File: config.mk
export PLATFORM = sky130hd
export DESIGN_NAME = pwm_sched_flat
export DESIGN_NICKNAME = d
export VERILOG_FILES = /design/src/rtl/pwm_pkg.sv /design/src/rtl/pwm_sched_if.sv /design/src/rtl/pwm_presc.sv /design/src/rtl/pwm_sched.sv /design/src/flat_wrapper.sv
export SDC_FILE = /design/constraint.sdc
export NUM_CORES = 1
export LEC_CHECK = 0
export ABC_CLOCK_PERIOD_IN_PS = 2500
export BUFFER_PORTS_ARGS = -buffer_cell sky130_fd_sc_hd__buf_2
export CAP_MARGIN = 0
export CORE_UTILIZATION = 31
export CTS_BUF_LIST = sky130_fd_sc_hd__clkbuf_4
export CTS_CLUSTER_SIZE = 20
export DETAILED_ROUTE_END_ITERATION = 8
export GPL_TIMING_DRIVEN = 0
export PLACE_DENSITY = 0.56
export SKIP_CTS_REPAIR_TIMING = 1
export SLEW_MARGIN = 25
export SYNTH_ARGS = -nofsm -noshare
export SYNTH_HDL_FRONTEND = slang
export SYNTH_SLANG_ARGS = --single-unit
File: constraint.sdc
create_clock -name clk -period 2.5 [get_ports clk]
set_input_delay 0.5 -clock clk [delete_from_list [all_inputs] [get_ports clk]]
set_output_delay 0.5 -clock clk [all_outputs]
set_load 0.005 [all_outputs]
File: src/rtl/pwm_pkg.sv
// Shared types and default sizing for the PWM scheduler slice.
package pwm_pkg;

    // Default channel count, counter/duty width and prescaler width.
    localparam int DEF_NCH = 4;
    localparam int DEF_CW  = 3;
    localparam int DEF_PW  = 4;

    // Scheduler control states.
    typedef enum logic [1:0] {
        ST_IDLE  = 2'd0,
        ST_RUN   = 2'd1,
        ST_DRAIN = 2'd2
    } state_t;

endpackage

File: src/rtl/pwm_sched_if.sv
// Duty-write handshake between a host and the PWM scheduler.
interface pwm_sched_if
    import pwm_pkg::*;
#(
    parameter int NCH = DEF_NCH,
    parameter int CW  = DEF_CW
);
    localparam int AW = (NCH > 1) ? $clog2(NCH) : 1;

    logic          wr_valid;
    logic          wr_ready;
    logic [AW-1:0] wr_addr;
    logic [CW-1:0] wr_data;

    modport master (output wr_valid, output wr_addr, output wr_data, input wr_ready);
    modport slave  (input wr_valid, input wr_addr, input wr_data, output wr_ready);
endinterface

File: src/rtl/pwm_presc.sv
// Prescaler: one tick every presc+1 enabled clocks, held cleared while disabled.
module pwm_presc #(
    parameter int PW = 4
) (
    input  logic          clk,
    input  logic          rst,
    input  logic          en,
    input  logic [PW-1:0] presc,
    output logic          tick
);
    logic [PW-1:0] pcnt;

    // Comparing against the live presc value lets a new divide take effect on the next compare.
    assign tick = en && (pcnt >= presc);

    // Count up between ticks; restart from zero on tick, reset or disable.
    always_ff @(posedge clk) begin
        // NOTE: sequential state uses non-blocking assignments so every register samples pre-edge values.
        if (!rst || !en) begin
            pcnt <= '0;
        end else if (tick) begin
            pcnt <= '0;
        end else begin
            pcnt <= pcnt + 1'b1;
        end
    end
endmodule

File: src/rtl/pwm_sched.sv
// PWM period scheduler: shared trigger counter plus double-buffered per-channel duties.
module pwm_sched
    import pwm_pkg::*;
#(
    parameter int NCH = DEF_NCH,
    parameter int CW  = DEF_CW,
    parameter int PW  = DEF_PW
) (
    input  logic              clk,
    input  logic              rst,
    input  logic              run,
    input  logic [PW-1:0]     presc,
    pwm_sched_if.slave        wr,
    output logic [CW-1:0]     trigger,
    output logic [NCH*CW-1:0] dc_bus,
    output logic              period_start,
    output logic              busy
);
    state_t        state;
    state_t        state_nxt;
    logic          tick;
    logic          wrap;
    logic          commit;
    logic [CW-1:0] pending [NCH];
    logic [CW-1:0] active  [NCH];

    pwm_presc #(.PW(PW)) u_presc (
        .clk   (clk),
        .rst   (rst),
        .en    (state != ST_IDLE),
        .presc (presc),
        .tick  (tick)
    );

    assign wrap   = tick && (trigger == {CW{1'b1}});
    assign commit = (state == ST_IDLE && run) || (state == ST_RUN && wrap && run);

    // Writes are held off only on commit edges so pending never changes while being copied.
    assign wr.wr_ready = !commit;

    // Next-state decode for the IDLE/RUN/DRAIN controller.
    always_comb begin
        // NOTE: default first so every path assigns state_nxt and no latch is inferred.
        state_nxt = state;
        unique case (state)
            ST_IDLE:  if (run) state_nxt = ST_RUN;
            ST_RUN: begin
                if (wrap)      state_nxt = run ? ST_RUN : ST_IDLE;
                else if (!run) state_nxt = ST_DRAIN;
            end
            ST_DRAIN: begin
                if (wrap)     state_nxt = ST_IDLE;
                else if (run) state_nxt = ST_RUN;
            end
            default:  state_nxt = ST_IDLE;
        endcase
    end

    // Controller state, shared period counter and status flags.
    always_ff @(posedge clk) begin
        if (!rst) begin
            state        <= ST_IDLE;
            trigger      <= '0;
            period_start <= 1'b0;
            busy         <= 1'b0;
        end else begin
            state        <= state_nxt;
            period_start <= commit;
            busy         <= (state_nxt != ST_IDLE);
            if (state == ST_IDLE) begin
                trigger <= '0;
            end else if (tick) begin
                trigger <= trigger + 1'b1;
            end
        end
    end

    // Pending duties take host writes; active duties load from pending on commit.
    always_ff @(posedge clk) begin
        if (!rst) begin
            // NOTE: the duty arrays are a few flops, so they are reset explicitly to drop pending writes.
            for (int i = 0; i < NCH; i++) begin
                pending[i] <= '0;
                active[i]  <= '0;
            end
        end else begin
            if (wr.wr_valid && wr.wr_ready && (int'(wr.wr_addr) < NCH)) begin
                pending[wr.wr_addr] <= wr.wr_data;
            end
            if (commit) begin
                for (int i = 0; i < NCH; i++) begin
                    active[i] <= pending[i];
                end
            end
        end
    end

    // Registered duty bus: mirrors the active duties while counting, zero in IDLE.
    always_ff @(posedge clk) begin
        if (!rst) begin
            dc_bus <= '0;
        end else begin
            for (int i = 0; i < NCH; i++) begin
                if (state_nxt == ST_IDLE) begin
                    dc_bus[i*CW +: CW] <= '0;
                end else if (commit) begin
                    dc_bus[i*CW +: CW] <= pending[i];
                end else begin
                    dc_bus[i*CW +: CW] <= active[i];
                end
            end
        end
    end
endmodule

File: src/flat_wrapper.sv
// flat-port wrapper written by rule: the top's interface ports become plain ports
module pwm_sched_flat import pwm_pkg::*;
#(
    parameter int NCH = DEF_NCH,
    parameter int CW  = DEF_CW,
    parameter int PW  = DEF_PW
)
  (clk, rst, run, presc, trigger, dc_bus, period_start, busy, wr_wr_valid, wr_wr_addr, wr_wr_data, wr_wr_ready);
  pwm_sched_if #(.NCH(NCH), .CW(CW)) wr_i ();
  input  logic clk;
  input  logic rst;
  input  logic run;
  input  logic [PW-1:0] presc;
  output logic [CW-1:0] trigger;
  output logic [NCH*CW-1:0] dc_bus;
  output logic period_start;
  output logic busy;
  input wire logic [$bits(wr_i.wr_valid)-1:0] wr_wr_valid;
  input wire logic [$bits(wr_i.wr_addr)-1:0] wr_wr_addr;
  input wire logic [$bits(wr_i.wr_data)-1:0] wr_wr_data;
  output wire logic [$bits(wr_i.wr_ready)-1:0] wr_wr_ready;
  assign wr_i.wr_valid = wr_wr_valid;
  assign wr_i.wr_addr = wr_wr_addr;
  assign wr_i.wr_data = wr_wr_data;
  assign wr_wr_ready = wr_i.wr_ready;
  pwm_sched #(.NCH(NCH), .CW(CW), .PW(PW)) u_core (.clk(clk), .rst(rst), .run(run), .presc(presc), .wr(wr_i), .trigger(trigger), .dc_bus(dc_bus), .period_start(period_start), .busy(busy));
endmodule
==> results of run 1 <==
-- layer usage --
metal / vias to the layer above / GRT usage, %
met5: - / 0
met3: 5 / 2.58
met2: 43 / 20.1
met4: 0 / 4.70
li1: 727 / -
met1: 698 / 16.5
-- how the worst min path moves through the flow --
stage	from	endpoint	slack [ns]	depth (start not counted)
6_report	run	u_core.state[1]$_SDFF_PN0_	0.34	2
3_5_place_dp	u_core.active[0][10]$_DFF_P_	u_core.active[0][10]$_DFF_P_	0.49	2
2_1_floorplan	u_core.u_presc.pcnt[0]$_SDFF_PP0_	u_core.u_presc.pcnt[0]$_SDFF_PP0_	0.46	1
5_1_grt	run	u_core.state[1]$_SDFF_PN0_	0.33	2
4_1_cts	run	u_core.state[1]$_SDFF_PN0_	0.33	2
3_3_place_gp	u_core.u_presc.pcnt[0]$_SDFF_PP0_	u_core.u_presc.pcnt[0]$_SDFF_PP0_	0.48	1
-- cells by family (layout without fill, tap and decap cells) --
group / after synthesis / count (layout) / synth area share, %
DFF: 47 / 47 / 56.3
and+or+nand+nor: 47 / 47 / 12.7
AOI/OAI and AO/OA: 43 / 43 / 17.7
buffers and inverters: 28 / 66 / 6.36
adders and majority gates: 7 / 7 / 4.28
xor gates and xnor gates: 4 / 4 / 1.71
muxes: 2 / 2 / 0.979
-- flip-flops by register name (all words and copies together) (netlist names) --
name                 flops
dc_bus                  12
u_core.active           12
u_core.pending          12
u_core.u_presc.pcnt      4
u_core.trigger           3
u_core.state             2
u_core.busy              1
u_core.period_start      1
-- worst max-delay path, delay by kind of cell, from the launching register on --
family / cells / cell delay [ns]
AO/OA/AOI/OAI: 2 / 0.45
flip-flops: 1 / 0.36
AND/OR/NAND/NOR: 1 / 0.18
adder cells (fa/ha/maj): 1 / 0.29
buffers and inverters: 2 / 0.22
-- report_power, final --
group          total, mW  internal (mW)  switching (mW)  leakage (nW)
clock              0.462          0.211           0.251        0.0452
sequential         0.858          0.846          0.0116         0.434
combinational      0.191         0.0729           0.118         0.496
total               1.51           1.13           0.381         0.974
-- area by class of cell --
type                       instances  area [um^2]  area share, %
timing repair buffer              31          160           6.69
inverter                          18         72.6           3.03
tap                               77         96.3           4.03
multi-input combinational        103          772           32.3
sequential                        47         1150           48.2
clock buffer                       5         37.5           1.57
buffer                             9         57.6           2.41
clock inverter                     3         43.8           1.83
-- synth_stat cells (2+ instances only) --
cell	instances	area, um^2
nand3_1	7	35.0
a311oi_2	6	90.1
o21ai_0	3	15.0
nand2_1	2	7.51
buf_6	2	22.5
edfxtp_1	21	631
a21oi_1	16	80.1
nor2_1	7	26.3
nand2b_1	4	25.0
xnor2_1	3	26.3
inv_1	16	60.1
nor4_1	3	18.8
mux2i_1	2	20.0
buf_2	5	25.0
a311oi_1	3	26.3
inv_2	2	7.51
and3_1	3	18.8
o211ai_2	2	25.0
ha_1	7	87.6
clkbuf_1	2	7.51
nor3_1	17	85.1
dfxtp_1	26	521
nor2b_1	2	12.5
==> summary.md, run 1 <==
| Metric | Value |
|---|---|
| Status | finished clean |
| First-pass GRT wire length | 6840 um |
| VDD IR max | 0.333 mV |
| Post-synthesis cell type count | 40 |
| Crit-path cells | ha_1 > o211ai_2 > o211a_4 > nor2_4 > inv_6 > buf_2 |
| Final core utilization | 37.7% |
| Setup crit start | u_core.u_presc.pcnt[2]$_SDFF_PP0_ |
| CP arrival | 1.87 ns |
| PnR worst setup slack | 0.132 ns |
| DIE WIDTH | 83.2 um |
| Grt ovf | 0 |
| Pwr Density | 631 nW/um^2 |
| Max clock buf depth | 2 |
| M1 WL | 1810 um |
| Initial antenna violation count | 0 |
| Cts bufs inserted | 5 |
| # port buffers | 29 |
| Max Fclk | 0.422 GHz |
| Final setup viols | 0 |
| # DRC | 0 |
| DRT Pass-1 Iters | 4 |
| Avg Vias per Cell | 5.03 |
| Final hold violation count | 0 |
| Fin Setup TNS | 0 ns |
| CTS tree | done |
| # Max-Cap Violations | 0 |
| Fill cell count | 623 |
| Root Buffer | clkbuf_4 |
| Seq/Total Area, Yosys | 56.3% |
| FFs w/ async S/R, synth | 0% |
| RSZ-0062 raised after global routing | false |
| Max FO, Critical Path | 14 |
| Vias in the first global route | 1385 |
| Starting Density | 32.2% |
| EDFF count, synth | 21 |
| Non-Filler Instances | 293 |
| Largest net degree at the start of global routing | 16 |
| DP Cell Count | 284 |
| DRT iter0 DRCs | 72 |
| Top sig layer | met4 |
| Critical path launch point type | flop |
| Worst slew pin tran | 0.731 ns |
| CP Data Required Time | 2.00 ns |
| Worst hold margin | 0.344 ns |
| Slowest stage cell on the critical path | dfxtp_1 |
| ANT nets after route | 0 |
| Post-Syn Area | 2050 um^2 |
| Clock skew | 0.0201 ns |
| Commonest non-fill, non-tap cell in the layout | buf_2 |
| Std cell rows | 29 |
| WS Path Type | reg -> out |
| # diodes | 0 |
| H-tree depth | 2 |
| Min cycle time layout | 2.37 ns |
| Layout area overhead | 16.9% |
| Die area | 6930 um^2 |
| Vias | 1473 |
| GP Congestion | 0.804 |
| Worst-Skew Late Latency | 0.37 ns |
| Yosys warns | 0 |
| Leakage | 0.974 nW |
| Placed Area | 2290 um^2 |
| Post-synthesis cell count | 178 |
| Pre-CTS setup slack | -0.161 ns |
| Die Height | 83.2 um |
| CP endpoint | wr_wr_ready |
| Crit. End Element | output port |
| Final Cycle Share | 94.7% |
| Share of post-route cells with drive strength above 1 | 30.1% |
| Flop-to-flop setup slack | 0.23 ns |
| Met2 Wirelength | 1930 um |
| Synth Net Count | 198 |
| Hpwl dp | 2910 um |
| Reg2Reg Launch Point | u_core.u_presc.pcnt[0]$_SDFF_PP0_ |
| Core Area | 6350 um^2 |
| Routed len/inst | 13.8 um |
| Synth Area per Inst | 11.5 um^2 |
| Fin. max-slew vios | 0 |
| Pwr Total | 1.51 mW |
| FF-to-FF path depth | 7 |
| Slew Limit Headroom | 51.2% |
| Most frequent cells in the layout | 33 x buf_2, 25 x dfxtp_1, 21 x edfxtp_1, 17 x nor3_1 |
| Fin nets | 235 |
| CTS clk-pin slew, worst paths | 0.14 ns |
| Hold Crit Class | in -> reg |
| Flops & latches, synth | 47 |
| GRT Overall Usage | 12.5% |
| Final WL | 4040 um |
| Io pins | 31 |
| Critical path's largest stage delay | 0.36 ns |
| Met3 Wirelength | 234 um |
| Top FF cell, synth | dfxtp_1 |
| Design area | 2390 um^2 |
| Reg-to-reg endpoint | u_core.pending[0][0]$_SDFFCE_PN0P_ |
| Clock sinks | 47 |
(Power assumes the default switching activity.)
==> inputs of run 2 (changes only) <==
--- a/config.mk
+++ b/config.mk
@@ -5,7 +5,7 @@
 export SDC_FILE = /design/constraint.sdc
 export NUM_CORES = 1
 export LEC_CHECK = 0
-export ABC_CLOCK_PERIOD_IN_PS = 2500
+export ABC_CLOCK_PERIOD_IN_PS = 2100
 export BUFFER_PORTS_ARGS = -buffer_cell sky130_fd_sc_hd__buf_2
 export CAP_MARGIN = 0
 export CORE_UTILIZATION = 31
@@ -15,6 +15,7 @@
 export GPL_TIMING_DRIVEN = 0
 export PLACE_DENSITY = 0.56
 export SKIP_CTS_REPAIR_TIMING = 1
+export SKIP_LAST_GASP = 1
 export SLEW_MARGIN = 25
 export SYNTH_ARGS = -nofsm -noshare
 export SYNTH_HDL_FRONTEND = slang
==> constraint.sdc (replaced) <==
create_clock -name clk -period 2.1 [get_ports clk]
set_input_delay 0.42 -clock clk [delete_from_list [all_inputs] [get_ports clk]]
set_output_delay 0.42 -clock clk [all_outputs]
set_load 0.005 [all_outputs]
==> summary.md, run 2 (same netlist as run 1, synthesis figures left out) <==
| Metric | Value |
|---|---|
| Reg2Reg Launch Point | u_core.u_presc.pcnt[0]$_SDFF_PP0_ |
| # port buffers | 29 (unchanged) |
| Hold Path End | u_core.state[1]$_SDFF_PN0_ |
| Pre-CTS setup slack | -0.311 ns (-0.150 ns) |
| DRT iter0 DRCs | 59 (-18%) |
| Share of post-route cells with drive strength above 1 | 39.2% (+9.1 points) |
| CP arrival | 1.77 ns (-0.10 ns) |
| Hold Path Depth | 2 (unchanged) |
| Commonest non-fill, non-tap cell in the layout | buf_2 |
| Max clock buf depth | 2 (unchanged) |
| Fill cell count | 625 (+0.32%) |
| GRT Overall Usage | 12.2% (-0.28 points) |
| Hpwl dp | 2830 um (-2.9%) |
| Vias | 1455 (-1.2%) |
| FF-to-FF path depth | 8 (+1) |
| Crit-path cells | ha_4 > o211ai_4 > o211a_4 > nor2_4 > inv_2 > buf_6 > buf_6 |
| Fin Setup TNS | -0.0946 ns (-0.0946 ns) |
| Top Registers | dc_bus x12, u_core.active x12, u_core.pending x12 |
| Critical path's largest stage delay | 0.36 ns (about the same) |
| ANT nets after route | 0 (unchanged) |
| Critical path launch point type | flop |
| Area occupied by multi-input gates | 901 um^2 (+17%) |
| Worst slew pin tran | 0.880 ns (+0.149 ns) |
| Die Height | 83.2 um (unchanged) |
| CTS tree | done |
| Initial antenna violation count | 0 (unchanged) |
| Clock sinks | 47 (unchanged) |
| Flop-to-flop setup slack | 0.09 ns (-0.14 ns) |
| DRT Pass-1 Iters | 4 (unchanged) |
| Core Area | 6350 um^2 (unchanged) |
| Layout area overhead | 25.0% |
| Max FO, Critical Path | 5 (-9) |
| Status | finished with violations |
| Avg Vias per Cell | 4.87 (-3.2%) |
| Largest net degree at the start of global routing | 15 (-1) |
| Cts bufs inserted | 5 (unchanged) |
| CTS clk-pin slew, worst paths | 0.13 ns (about the same) |
| Min-delay src | run |
| Final hold violation count | 0 (unchanged) |
| Worst-Skew Late Latency | 0.37 ns (about the same) |
| Die area | 6930 um^2 (unchanged) |
| Crit. End Element | output port |
| GP Congestion | 0.786 (-2.2%) |
| Min cycle time layout | 2.19 ns |
| RSZ-0062 raised after global routing | true |
| # DRC | 0 (unchanged) |
| Grt ovf | 0 (unchanged) |
| WS Path Type | reg -> out |
| DP Cell Count | 284 (unchanged) |
| Routed len/inst | 13.6 um (-1.5%) |
| Io pins | 31 (unchanged) |
| Root Buffer | clkbuf_4 |
| Final setup viols | 1 (+1) |
| Non-Filler Instances | 299 (+2.0%) |
| Final WL | 4060 um (+0.52%) |
| H-tree depth | 2 (unchanged) |
| Pwr Density | 674 nW/um^2 (+6.7%) |
| CP Data Required Time | 1.68 ns (-0.32 ns) |
| PnR worst setup slack | -0.0946 ns (-0.227 ns) |
| Fin. max-slew vios | 0 (unchanged) |
| Max Fclk | 0.456 GHz |
| Critical path depth | 7 (+1) |
| # diodes | 0 (unchanged) |
| Sequential Area | 1160 um^2 (+0.54%) |
| VDD IR max | 0.301 mV (-9.8%) |
| Slowest stage cell on the critical path | dfxtp_2 |
| Clock skew | 0.0200 ns (-0.0000936 ns) |
| Slew Limit Headroom | 41.3% (-9.9 points) |
| Design area | 2560 um^2 (+6.9%) |
| Failing checks | setup timing |
| Most frequent CP cell | buf_6 |
| Hold Crit Class | in -> reg |
| Fin nets | 241 (+2.6%) |
| First-pass GRT wire length | 6540 um (-4.3%) |
| Pwr Total | 1.72 mW (+14%) |
| DIE WIDTH | 83.2 um (unchanged) |
| Vias in the first global route | 1329 (-4.0%) |
| Most frequent cells in the layout | 32 x buf_2, 21 x edfxtp_1, 20 x dfxtp_1, 17 x nor3_1, 16 x a21oi_1 |
| Placed Area | 2320 um^2 (+1.5%) |
| Final Cycle Share | 105% |
| Top delay family on crit path | flip-flops |
| Std cell rows | 29 (unchanged) |
| Worst path bufs/invs | 3 (+1) |
| Leakage | 1.01 nW (+3.5%) |
| # Max-Cap Violations | 0 (unchanged) |
| Starting Density | 32.2% (unchanged) |
| Reg-to-reg endpoint | u_core.pending[0][0]$_SDFFCE_PN0P_ |
run 2: how the worst max path moves through the flow:
stage | end | start | slack [ns]
6_report | wr_wr_ready | u_core.u_presc.pcnt[3]$_SDFF_PP0_ | -0.09
5_1_grt | wr_wr_ready | u_core.u_presc.pcnt[0]$_SDFF_PP0_ | -0.18
4_1_cts | wr_wr_ready | u_core.u_presc.pcnt[0]$_SDFF_PP0_ | -0.65
3_5_place_dp | wr_wr_ready | presc[0] | -0.31
3_3_place_gp | wr_wr_ready | presc[0] | -0.32
2_1_floorplan | u_core.pending[2][0]$_SDFFCE_PN0P_ | presc[0] | 0.04
run 2: cell type report:
cell class / instances / area share, %
buffer: 10 / 2.69
sequential: 47 / 45.3
clock buffer: 7 / 2.06
tap: 77 / 3.77
multi-input combinational: 103 / 35.2
inverter: 18 / 2.64
timing repair buffer: 36 / 7.98
clock inverter: 1 / 0.294
run 2: power by group:
group | internal (mW) | switching (mW)
logic | 0.111 | 0.153
registers | 1.01 | 0.0129
clock network | 0.158 | 0.280
total | 1.28 | 0.445
run 2: per-layer routing:
layer  global-route usage (%)  vias to the layer above  part of all wire, %
met1                     16.2                      676                   48
met4                     4.70                        0                  1.6
met2                     19.2                       31                   47
li1                         -                      743                    -
met3                     2.98                        5                  3.5
met5                        0                        -                    0
run 2: worst register-to-register path, cell delays in order, from the launching register on:
cell,delay (ns)
dfxtp_2,0.37
inv_2,0.05
ha_4,0.21
nor3b_4,0.24
o211a_4,0.22
nor2_4,0.04
buf_4,0.13
buf_6,0.15
o41ai_4,0.29
run 2: through the flow:
step	util (%)	hold slack [ns]
floorplan	-	0.456
global placement	36.6	0.483
detailed placement	36.6	0.494
CTS	37.5	0.253
global route	40.3	0.242
finish	40.3	0.270
